[config.mk]
export PLATFORM = sky130hd
export DESIGN_NAME = ascon_axil_regfile_flat
export DESIGN_NICKNAME = d
export VERILOG_FILES = /design/src/rtl/ascon_axil_regfile_if.sv /design/src/rtl/ascon_axil_regfile.sv /design/src/flat_wrapper.sv
export SDC_FILE = /design/constraint.sdc
export NUM_CORES = 2
export LEC_CHECK = 0
export CORE_AREA = 4 4 729 731
export DETAILED_ROUTE_END_ITERATION = 6
export DIE_AREA = 0 0 733 735
export GPL_TIMING_DRIVEN = 0
export PLACE_DENSITY = 0.34
export SKIP_CTS_REPAIR_TIMING = 1
export SYNTH_ARGS = -nofsm -noshare
export SYNTH_HDL_FRONTEND = slang
export SYNTH_SLANG_ARGS = --single-unit
[constraint.sdc]
create_clock -name aclk_i -period 3.5 [get_ports aclk_i]
set_input_delay 0.35 -clock aclk_i [delete_from_list [all_inputs] [get_ports aclk_i]]
set_output_delay 0.35 -clock aclk_i [all_outputs]
set_load 0.02 [all_outputs]
[src/rtl/ascon_axil_regfile_if.sv]
// ----------------------------------------------------------------------------
// ascon_axil_regfile_if
//
// AXI4-Lite bundle between the SoC interconnect (master) and the Ascon
// register file (slave). The widths follow the register file's parameters.
//
// Handshake rule for every channel: a beat transfers on a rising clock edge
// where both VALID and READY are high. A source that has raised VALID holds
// it and the payload steady until that edge. READY may be raised or lowered
// at any time.
//
// Channels:
//   AR : araddr, arvalid (master) / arready (slave)
//   R  : rdata, rresp, rvalid (slave) / rready (master)
//   AW : awaddr, awvalid (master) / awready (slave)
//   W  : wdata, wstrb, wvalid (master) / wready (slave)
//   B  : bresp, bvalid (slave) / bready (master)
// ----------------------------------------------------------------------------
interface ascon_axil_regfile_if #(
    parameter int DATA_WIDTH    = 32,
    parameter int ADDRESS_WIDTH = 32
);
    logic [ADDRESS_WIDTH-1:0]  araddr;
    logic                      arvalid;
    logic                      arready;
    logic [DATA_WIDTH-1:0]     rdata;
    logic [1:0]                rresp;
    logic                      rvalid;
    logic                      rready;
    logic [ADDRESS_WIDTH-1:0]  awaddr;
    logic                      awvalid;
    logic                      awready;
    logic [DATA_WIDTH-1:0]     wdata;
    logic [DATA_WIDTH/8-1:0]   wstrb;
    logic                      wvalid;
    logic                      wready;
    logic [1:0]                bresp;
    logic                      bvalid;
    logic                      bready;

    modport master (
        output araddr, arvalid, rready, awaddr, awvalid, wdata, wstrb, wvalid, bready,
        input  arready, rdata, rresp, rvalid, awready, wready, bresp, bvalid
    );

    modport slave (
        input  araddr, arvalid, rready, awaddr, awvalid, wdata, wstrb, wvalid, bready,
        output arready, rdata, rresp, rvalid, awready, wready, bresp, bvalid
    );
endinterface

[src/rtl/ascon_axil_regfile.sv]
// ----------------------------------------------------------------------------
// ascon_axil_regfile
//
// AXI4-Lite slave register file for the Ascon AEAD128 core. It holds NB_REG
// registers of DATA_WIDTH bits starting at byte address BASE_ADDR. Registers
// flagged in RO_MASK are read live from the core (reg_in_i) and reject
// writes with SLVERR. Out-of-range or misaligned addresses also answer
// SLVERR. The read and write paths are independent FSMs, so one read and
// one write can be in flight at the same time.
//
// Ports:
//   aclk_i      clock, single domain
//   areset_i    synchronous active-high reset
//   s_axil      AXI4-Lite slave bundle (AR, R, AW, W, B channels)
//   reg_out_o   flat register image, register i at [i*DATA_WIDTH +: DATA_WIDTH]
//   reg_in_i    core values for the read-only registers
//   wr_pulse_o  one-cycle strobe per register after each accepted write
//   rd_pulse_o  one-cycle strobe per register after each completed read
//   rd_state_o  read FSM state (debug)
//   wr_state_o  write FSM state (debug)
// ----------------------------------------------------------------------------
module ascon_axil_regfile #(
    parameter int                       DATA_WIDTH    = 32,
    parameter int                       ADDRESS_WIDTH = 32,
    parameter int                       NB_REG        = 26,
    // ASCON_AEAD128_BASE_ADDR in the SoC address map.
    parameter logic [ADDRESS_WIDTH-1:0] BASE_ADDR     = ADDRESS_WIDTH'(32'h4000_0000),
    parameter logic [NB_REG-1:0]        RO_MASK       = '0
) (
    input  logic                         aclk_i,
    input  logic                         areset_i,
    ascon_axil_regfile_if.slave          s_axil,
    output logic [NB_REG*DATA_WIDTH-1:0] reg_out_o,
    input  logic [NB_REG*DATA_WIDTH-1:0] reg_in_i,
    output logic [NB_REG-1:0]            wr_pulse_o,
    output logic [NB_REG-1:0]            rd_pulse_o,
    output logic                         rd_state_o,
    output logic [1:0]                   wr_state_o
);

    localparam int STRB_W   = DATA_WIDTH / 8;
    localparam int ADDR_LSB = (STRB_W > 1) ? $clog2(STRB_W) : 0;
    localparam int IDX_W    = (NB_REG > 1) ? $clog2(NB_REG) : 1;

    // Offset bits below the register granule; any of them set is misaligned.
    localparam logic [ADDRESS_WIDTH-1:0] LSB_MASK = ADDRESS_WIDTH'((1 << ADDR_LSB) - 1);

    localparam logic [1:0] RESP_OKAY   = 2'b00;
    localparam logic [1:0] RESP_SLVERR = 2'b10;

    typedef enum logic {
        R_IDLE,
        R_DATA
    } rd_state_t;

    typedef enum logic [1:0] {
        W_IDLE,
        W_HAVE_ADDR,
        W_HAVE_DATA,
        W_RESP
    } wr_state_t;

    // ------------------------------------------------------------------
    // Address decode, shared by the read and write paths.
    // The subtraction wraps at ADDRESS_WIDTH, so the explicit addr >= base
    // test is what rejects addresses below the window.
    // ------------------------------------------------------------------
    function automatic logic decode_ok(input logic [ADDRESS_WIDTH-1:0] addr);
        logic [ADDRESS_WIDTH-1:0] off;
        off = addr - BASE_ADDR;
        return (addr >= BASE_ADDR) &&
               ((off & LSB_MASK) == '0) &&
               ((off >> ADDR_LSB) < ADDRESS_WIDTH'(NB_REG));
    endfunction

    function automatic logic [IDX_W-1:0] decode_idx(input logic [ADDRESS_WIDTH-1:0] addr);
        return IDX_W'((addr - BASE_ADDR) >> ADDR_LSB);
    endfunction

    // ------------------------------------------------------------------
    // Storage
    // ------------------------------------------------------------------
    logic [DATA_WIDTH-1:0] regs_q [NB_REG];

    for (genvar g = 0; g < NB_REG; g++) begin : g_reg_out
        assign reg_out_o[g*DATA_WIDTH +: DATA_WIDTH] = regs_q[g];
    end

    // ------------------------------------------------------------------
    // Read path
    // ------------------------------------------------------------------
    rd_state_t             rd_state_q;
    logic                  arready_q;
    logic                  rvalid_q;
    logic [DATA_WIDTH-1:0] rdata_q;
    logic [1:0]            rresp_q;
    logic                  rd_ok_q;
    logic [IDX_W-1:0]      rd_idx_q;
    logic [NB_REG-1:0]     rd_pulse_q;

    logic                  ar_ok;
    logic [IDX_W-1:0]      ar_idx;
    logic [DATA_WIDTH-1:0] ar_val;

    // Value returned for the address on the AR channel. regs_q is read
    // before any same-cycle write lands, so a colliding read sees the old
    // contents.
    always_comb begin
        ar_ok  = decode_ok(s_axil.araddr);
        ar_idx = decode_idx(s_axil.araddr);
        ar_val = '0;
        if (ar_ok) begin
            if (RO_MASK[ar_idx]) begin
                ar_val = reg_in_i[ar_idx*DATA_WIDTH +: DATA_WIDTH];
            end else begin
                ar_val = regs_q[ar_idx];
            end
        end
    end

    always_ff @(posedge aclk_i) begin
        if (areset_i) begin
            rd_state_q <= R_IDLE;
            arready_q  <= 1'b1;
            rvalid_q   <= 1'b0;
            rdata_q    <= '0;
            rresp_q    <= RESP_OKAY;
            rd_ok_q    <= 1'b0;
            rd_idx_q   <= '0;
            rd_pulse_q <= '0;
        end else begin
            rd_pulse_q <= '0;
            case (rd_state_q)
                R_IDLE: begin
                    if (s_axil.arvalid) begin
                        rdata_q    <= ar_val;
                        rresp_q    <= ar_ok ? RESP_OKAY : RESP_SLVERR;
                        rd_ok_q    <= ar_ok;
                        rd_idx_q   <= ar_idx;
                        arready_q  <= 1'b0;
                        rvalid_q   <= 1'b1;
                        rd_state_q <= R_DATA;
                    end
                end
                R_DATA: begin
                    if (s_axil.rready) begin
                        // Clear-on-read hook for the core: fires only once
                        // the master has actually taken the data.
                        if (rd_ok_q) begin
                            rd_pulse_q <= NB_REG'(1) << rd_idx_q;
                        end
                        rvalid_q   <= 1'b0;
                        arready_q  <= 1'b1;
                        rd_state_q <= R_IDLE;
                    end
                end
                default: rd_state_q <= R_IDLE;
            endcase
        end
    end

    // ------------------------------------------------------------------
    // Write path
    // ------------------------------------------------------------------
    wr_state_t                wr_state_q;
    logic                     awready_q;
    logic                     wready_q;
    logic                     bvalid_q;
    logic [1:0]               bresp_q;
    logic [NB_REG-1:0]        wr_pulse_q;
    logic [ADDRESS_WIDTH-1:0] aw_addr_q;
    logic [DATA_WIDTH-1:0]    w_data_q;
    logic [STRB_W-1:0]        w_strb_q;

    logic                     cm_fire;
    logic [ADDRESS_WIDTH-1:0] cm_addr;
    logic [DATA_WIDTH-1:0]    cm_data;
    logic [STRB_W-1:0]        cm_strb;
    logic [IDX_W-1:0]         cm_idx;
    logic                     cm_ok;

    // A commit happens in the cycle the second of AW/W arrives; whichever
    // half came earlier is taken from its holding register.
    always_comb begin
        cm_addr = (wr_state_q == W_HAVE_ADDR) ? aw_addr_q : s_axil.awaddr;
        cm_data = (wr_state_q == W_HAVE_DATA) ? w_data_q  : s_axil.wdata;
        cm_strb = (wr_state_q == W_HAVE_DATA) ? w_strb_q  : s_axil.wstrb;
        cm_idx  = decode_idx(cm_addr);
        cm_ok   = decode_ok(cm_addr) && !RO_MASK[cm_idx];
        case (wr_state_q)
            W_IDLE:      cm_fire = s_axil.awvalid && s_axil.wvalid;
            W_HAVE_ADDR: cm_fire = s_axil.wvalid;
            W_HAVE_DATA: cm_fire = s_axil.awvalid;
            default:     cm_fire = 1'b0;
        endcase
    end

    always_ff @(posedge aclk_i) begin
        if (areset_i) begin
            wr_state_q <= W_IDLE;
            awready_q  <= 1'b1;
            wready_q   <= 1'b1;
            bvalid_q   <= 1'b0;
            bresp_q    <= RESP_OKAY;
            wr_pulse_q <= '0;
            aw_addr_q  <= '0;
            w_data_q   <= '0;
            w_strb_q   <= '0;
            for (int i = 0; i < NB_REG; i++) begin
                regs_q[i] <= '0;
            end
        end else begin
            wr_pulse_q <= '0;
            if (cm_fire) begin
                if (cm_ok) begin
                    for (int b = 0; b < STRB_W; b++) begin
                        if (cm_strb[b]) begin
                            regs_q[cm_idx][8*b +: 8] <= cm_data[8*b +: 8];
                        end
                    end
                    // Pulses even with an all-zero strobe: the core may use
                    // the write itself as a command.
                    wr_pulse_q <= NB_REG'(1) << cm_idx;
                    bresp_q    <= RESP_OKAY;
                end else begin
                    bresp_q    <= RESP_SLVERR;
                end
                bvalid_q   <= 1'b1;
                awready_q  <= 1'b0;
                wready_q   <= 1'b0;
                wr_state_q <= W_RESP;
            end else begin
                case (wr_state_q)
                    W_IDLE: begin
                        if (s_axil.awvalid) begin
                            aw_addr_q  <= s_axil.awaddr;
                            awready_q  <= 1'b0;
                            wr_state_q <= W_HAVE_ADDR;
                        end else if (s_axil.wvalid) begin
                            w_data_q   <= s_axil.wdata;
                            w_strb_q   <= s_axil.wstrb;
                            wready_q   <= 1'b0;
                            wr_state_q <= W_HAVE_DATA;
                        end
                    end
                    W_HAVE_ADDR: ;
                    W_HAVE_DATA: ;
                    W_RESP: begin
                        if (s_axil.bready) begin
                            bvalid_q   <= 1'b0;
                            awready_q  <= 1'b1;
                            wready_q   <= 1'b1;
                            wr_state_q <= W_IDLE;
                        end
                    end
                    default: wr_state_q <= W_IDLE;
                endcase
            end
        end
    end

    // ------------------------------------------------------------------
    // Outputs
    // ------------------------------------------------------------------
    assign s_axil.arready = arready_q;
    assign s_axil.rvalid  = rvalid_q;
    assign s_axil.rdata   = rdata_q;
    assign s_axil.rresp   = rresp_q;
    assign s_axil.awready = awready_q;
    assign s_axil.wready  = wready_q;
    assign s_axil.bvalid  = bvalid_q;
    assign s_axil.bresp   = bresp_q;

    assign wr_pulse_o = wr_pulse_q;
    assign rd_pulse_o = rd_pulse_q;
    assign rd_state_o = rd_state_q;
    assign wr_state_o = wr_state_q;

endmodule
[src/flat_wrapper.sv]
// flat-port wrapper written by rule: the top's interface ports become plain ports
module ascon_axil_regfile_flat 
#(
    parameter int                       DATA_WIDTH    = 32,
    parameter int                       ADDRESS_WIDTH = 32,
    parameter int                       NB_REG        = 26,
                                                      
    parameter logic [ADDRESS_WIDTH-1:0] BASE_ADDR     = ADDRESS_WIDTH'(32'h4000_0000),
    parameter logic [NB_REG-1:0]        RO_MASK       = '0
)
  (aclk_i, areset_i, reg_out_o, reg_in_i, wr_pulse_o, rd_pulse_o, rd_state_o, wr_state_o, s_axil_araddr, s_axil_arvalid, s_axil_rready, s_axil_awaddr, s_axil_awvalid, s_axil_wdata, s_axil_wstrb, s_axil_wvalid, s_axil_bready, s_axil_arready, s_axil_rdata, s_axil_rresp, s_axil_rvalid, s_axil_awready, s_axil_wready, s_axil_bresp, s_axil_bvalid);
  ascon_axil_regfile_if #(.DATA_WIDTH(DATA_WIDTH), .ADDRESS_WIDTH(ADDRESS_WIDTH)) s_axil_i ();
  input  logic aclk_i;
  input  logic areset_i;
  output logic [NB_REG*DATA_WIDTH-1:0] reg_out_o;
  input  logic [NB_REG*DATA_WIDTH-1:0] reg_in_i;
  output logic [NB_REG-1:0] wr_pulse_o;
  output logic [NB_REG-1:0] rd_pulse_o;
  output logic rd_state_o;
  output logic [1:0] wr_state_o;
  input wire logic [$bits(s_axil_i.araddr)-1:0] s_axil_araddr;
  input wire logic [$bits(s_axil_i.arvalid)-1:0] s_axil_arvalid;
  input wire logic [$bits(s_axil_i.rready)-1:0] s_axil_rready;
  input wire logic [$bits(s_axil_i.awaddr)-1:0] s_axil_awaddr;
  input wire logic [$bits(s_axil_i.awvalid)-1:0] s_axil_awvalid;
  input wire logic [$bits(s_axil_i.wdata)-1:0] s_axil_wdata;
  input wire logic [$bits(s_axil_i.wstrb)-1:0] s_axil_wstrb;
  input wire logic [$bits(s_axil_i.wvalid)-1:0] s_axil_wvalid;
  input wire logic [$bits(s_axil_i.bready)-1:0] s_axil_bready;
  output wire logic [$bits(s_axil_i.arready)-1:0] s_axil_arready;
  output wire logic [$bits(s_axil_i.rdata)-1:0] s_axil_rdata;
  output wire logic [$bits(s_axil_i.rresp)-1:0] s_axil_rresp;
  output wire logic [$bits(s_axil_i.rvalid)-1:0] s_axil_rvalid;
  output wire logic [$bits(s_axil_i.awready)-1:0] s_axil_awready;
  output wire logic [$bits(s_axil_i.wready)-1:0] s_axil_wready;
  output wire logic [$bits(s_axil_i.bresp)-1:0] s_axil_bresp;
  output wire logic [$bits(s_axil_i.bvalid)-1:0] s_axil_bvalid;
  assign s_axil_i.araddr = s_axil_araddr;
  assign s_axil_i.arvalid = s_axil_arvalid;
  assign s_axil_i.rready = s_axil_rready;
  assign s_axil_i.awaddr = s_axil_awaddr;
  assign s_axil_i.awvalid = s_axil_awvalid;
  assign s_axil_i.wdata = s_axil_wdata;
  assign s_axil_i.wstrb = s_axil_wstrb;
  assign s_axil_i.wvalid = s_axil_wvalid;
  assign s_axil_i.bready = s_axil_bready;
  assign s_axil_arready = s_axil_i.arready;
  assign s_axil_rdata = s_axil_i.rdata;
  assign s_axil_rresp = s_axil_i.rresp;
  assign s_axil_rvalid = s_axil_i.rvalid;
  assign s_axil_awready = s_axil_i.awready;
  assign s_axil_wready = s_axil_i.wready;
  assign s_axil_bresp = s_axil_i.bresp;
  assign s_axil_bvalid = s_axil_i.bvalid;
  ascon_axil_regfile #(.DATA_WIDTH(DATA_WIDTH), .ADDRESS_WIDTH(ADDRESS_WIDTH), .NB_REG(NB_REG), .BASE_ADDR(BASE_ADDR), .RO_MASK(RO_MASK)) u_core (.aclk_i(aclk_i), .areset_i(areset_i), .s_axil(s_axil_i), .reg_out_o(reg_out_o), .reg_in_i(reg_in_i), .wr_pulse_o(wr_pulse_o), .rd_pulse_o(rd_pulse_o), .rd_state_o(rd_state_o), .wr_state_o(wr_state_o));
endmodule
==> summary.md <==
| Metric | Value |
|---|---|
| Status | `finished, violations left` |
| Failing checks | `capacitance limit, slew limit, setup timing` |
| Fin. max-slew vios | `59` |
| Via density | `3.95` |
| Req. time, crit path | `4330 ps` |
| Wire per inst | `44.0 um` |
| Port Buffers | `1027` |
| Total vias in the final route | `48955` |
| DRT iter0 DRCs | `6793` |
| Worst setup EP type | `flip-flop` |
| Final #Nets | `6204` |
| CTS tree | `built` |
| Critical path fanouts, max | `11` |
| Mux cell area share after synthesis | `13.2%` |
| Finished layout cell area | `80800 sq um` |
| PD cells | `564 nW/um^2` |
| Post-layout min period | `3850 ps` |
| Starting Density | `10.1%` |
| Max Cap Violations | `7` |
| Post-synthesis adder-cell area fraction | `0.0945%` |
| Yosys warning count | `0` |
| Worst Hold Class | `input port to flip-flop` |
| Fmax | `260 MHz` |
| Final hold slack | `66.3 ps` |
| Core ar. | `524000 sq um` |
| #FFs+latches synth | `1192` |
| Final worst-path cycle share | `110%` |
| Num rows | `266` |
| Critical Path Max Stage Delay | `1140 ps` |
| Area growth syn-to-layout | `52.4%` |
| Die Ht | `735 um` |
| Clock Path Buffers | `4` |
| Pre-CTS setup slack | `-1790 ps` |
| Syn Area/Cell | `13.9 sq um` |
| Antenna violations before repair | `166` |
| DRC | `0` |
| Hpwl dp | `460000 um` |
| H-tree levels | `4` |
| Critical path, cell by cell | `clkdlybuf4s50_1 > clkbuf_2 > nor2_1 > clkbuf_1 > a22oi_1 > nand2_1 > a22oi_1 > nand2_1` |
| CTS Root Cell | `clkbuf_16` |
| Simple-gate share of the synthesized area | `14.5%` |
| Synth top area cells | `edfxtp_1 58%, mux4_2 11%, nor4_1 7.2%` |
| Layout cell share with drive strength beyond 1 | `20.7%` |
| Setup tns final | `-2190 ps` |
| Peak supply drop | `377 uV` |
| DRT Pass-1 Iters | `5` |
| Worst slew pin tran | `1690 ps` |
| Mapped cell area | `53000 sq um` |
| Register area share after synthesis | `64.4%` |
| Filler cell count | `58169` |
| IO Pins | `1867` |
| First-pass GRT wire length | `649000 um` |
| Clk sink count | `1192` |
| Area leader, netlist | `edfxtp_1` |
| Final core utilization | `15.4%` |
| PnR worst setup slack | `-346 ps` |
| Worst path slowest cell | `clkbuf_1` |
| Largest family of logic cells by synthesized area | `simple AND/OR/NAND/NOR gates` |
| Slew Limit Headroom | `-12.4%` |
| Worst EP arrival | `4670 ps` |
| Hold Vio Cnt, Final | `0` |
| Final Setup Violations | `29` |
| Vias in the first global route | `45466` |
| Routed wire length | `545000 um` |
| Synth Area in Compound Gates | `4.29%` |
| Routed Antenna Nets | `0` |
| Distinct cells, synth | `54` |
| GP Congestion | `0.929` |
| Post-Synth XOR/XNOR Area | `0%` |
| Leakage | `24.9 nW` |
| Post-placement cell area | `73300 sq um` |
| Die footprint | `539000 sq um` |
| Overflow after GRT | `0` |
| Gr usage total | `19.4%` |
| Largest net degree at the start of global routing | `14` |
| Worst-path clk slew | `60 ps` |
| Post-Syn Instances | `3825` |
| TritonCTS buffer count | `159` |
| Area share of the largest cell type after synthesis | `58.0%` |
| Worst skew pair latency | `930 ps` |
| WS Path Type | `input port to flip-flop` |
| Die width | `733 um` |
| Setup Skew | `79.3 ps` |
| Startpoint types | `input port` |
| RSZ-0062 raised after global routing | `true` |
[kinds of logic (layout without fill, tap and decap cells)]
group / Yosys count / count (layout)
adder cells (fa/ha/maj): 4 / 4
flip-flops: 1192 / 1192
AO/OA/AOI/OAI: 310 / 310
multiplexers: 353 / 353
AND/OR/NAND/NOR: 1517 / 1517
other: 1 / 245
buffers and inverters: 448 / 1815
[worst max-delay path: cells and delay by family]
family                 cells  cell delay [ps]
buffers and inverters      3             2440
AOI/OAI and AO/OA          2              800
and+or+nand+nor            3             1020
[Yosys cell counts (all sizes together)]
cell       n
nor4     608
edfxtp  1024
o21a       3
inv       19
conb       1
a22oi     78
o211ai    20
a21o       4
and3b      2
mux2      49
nand3b     2
a22o       1
and2      26
a221o      2
a221oi     1
nor3      88
ha         4
o21ai      7
a21oi     84
nand2    457
mux4     270
mux2i     34
a31oi      1
a211oi     1
a31o     104
nor4b      1
nor3b     20
nand2b     9
nor2b      6
clkbuf   272
and4b      1
or3        3
nor2     247
or2        6
nand4b     2
o21bai     2
dfxtp    168
buf      157
a211o      1
nand3     27
and3       5
o311ai     1
nand4      7
[layout by cell type (no fill, tap or decap), types with 26 or more instances in the layout]
master | netlist | final
a21oi_1 | 83 | 81
a22oi_1 | 76 | 74
a31o_4 | 0 | 88
buf_12 | 0 | 26
buf_2 | 105 | 99
buf_4 | 9 | 42
clkbuf_1 | 272 | 198
clkbuf_16 | 0 | 162
clkbuf_2 | 0 | 78
clkbuf_4 | 0 | 34
clkdlybuf4s50_1 | 0 | 1027
clkinv_2 | 0 | 27
conb_1 | 1 | 194
dfxtp_1 | 168 | 167
diode_2 | 0 | 51
edfxtp_1 | 1024 | 1024
mux2_2 | 49 | 49
mux4_2 | 270 | 270
nand2_1 | 456 | 441
nor2_1 | 247 | 217
nor3_1 | 83 | 82
nor4_1 | 606 | 564
nor4_2 | 2 | 34
[power breakdown]
part | switching, mW | leakage (nW) | internal [mW]
Sequential | 0.824 | 11.9 | 16.5
Clock | 7.60 | 2.52 | 9.52
Combinational | 8.45 | 10.5 | 2.63
[worst paths after layout]
check | from | end | slack [ps] | cells past startpoint
worst max-delay path | s_axil_araddr[5] | u_core.s_axil.rdata[21] | -350 | 8
worst min-delay path | s_axil_awaddr[10] | u_core.aw_addr_q[10] | 70 | 3
worst max register to register | u_core.wr_state_o[0] | u_core.regs_q[6][15] | -30 | 9
worst min register to register | u_core.w_data_q[16] | u_core.w_data_q[16] | 450 | 2
[state kept, by name (all words and copies together) (netlist names), 4 cells and up]
register / flops
u_core.w_data_q: 32
u_core.rd_pulse_o: 26
u_core.s_axil.rdata: 32
u_core.rd_idx_q: 5
u_core.w_strb_q: 4
u_core.wr_pulse_o: 26
u_core.aw_addr_q: 32
u_core.regs_q: 1024
[cell type report]
type	count	area [sq um]	share of cell area, %
timing repair buffer	1093	11200	13.9
clock inverter	84	876	1.08
multi-input combinational	2378	19200	23.8
buffer	418	2100	2.60
tap	6968	8720	10.8
inverter	19	78.8	0.0976
antenna	51	128	0.158
clock buffer	201	4280	5.30
sequential	1192	34100	42.2
[layer usage]
| metal | global-route usage (%) | vias to the layer above | share of wire [%] |
|---|---|---|---|
| met4 | 7.44 | 52 | 5.2 |
| met2 | 28.7 | 4174 | 41 |
| li1 | - | 17991 | - |
| met5 | 0 | - | 0.081 |
| met3 | 8.27 | 809 | 12 |
| met1 | 24.7 | 25929 | 41 |
[per-stage QoR]
stage / power [mW] / instances
finish: 45.5 / 12404
global route: 46.4 / 12355
CTS: 44.9 / 12325
detailed placement: 27.9 / 12040
global placement: 27.6 / 12013
floorplan: 20.9 / 4018
(Power assumes the default switching activity.)
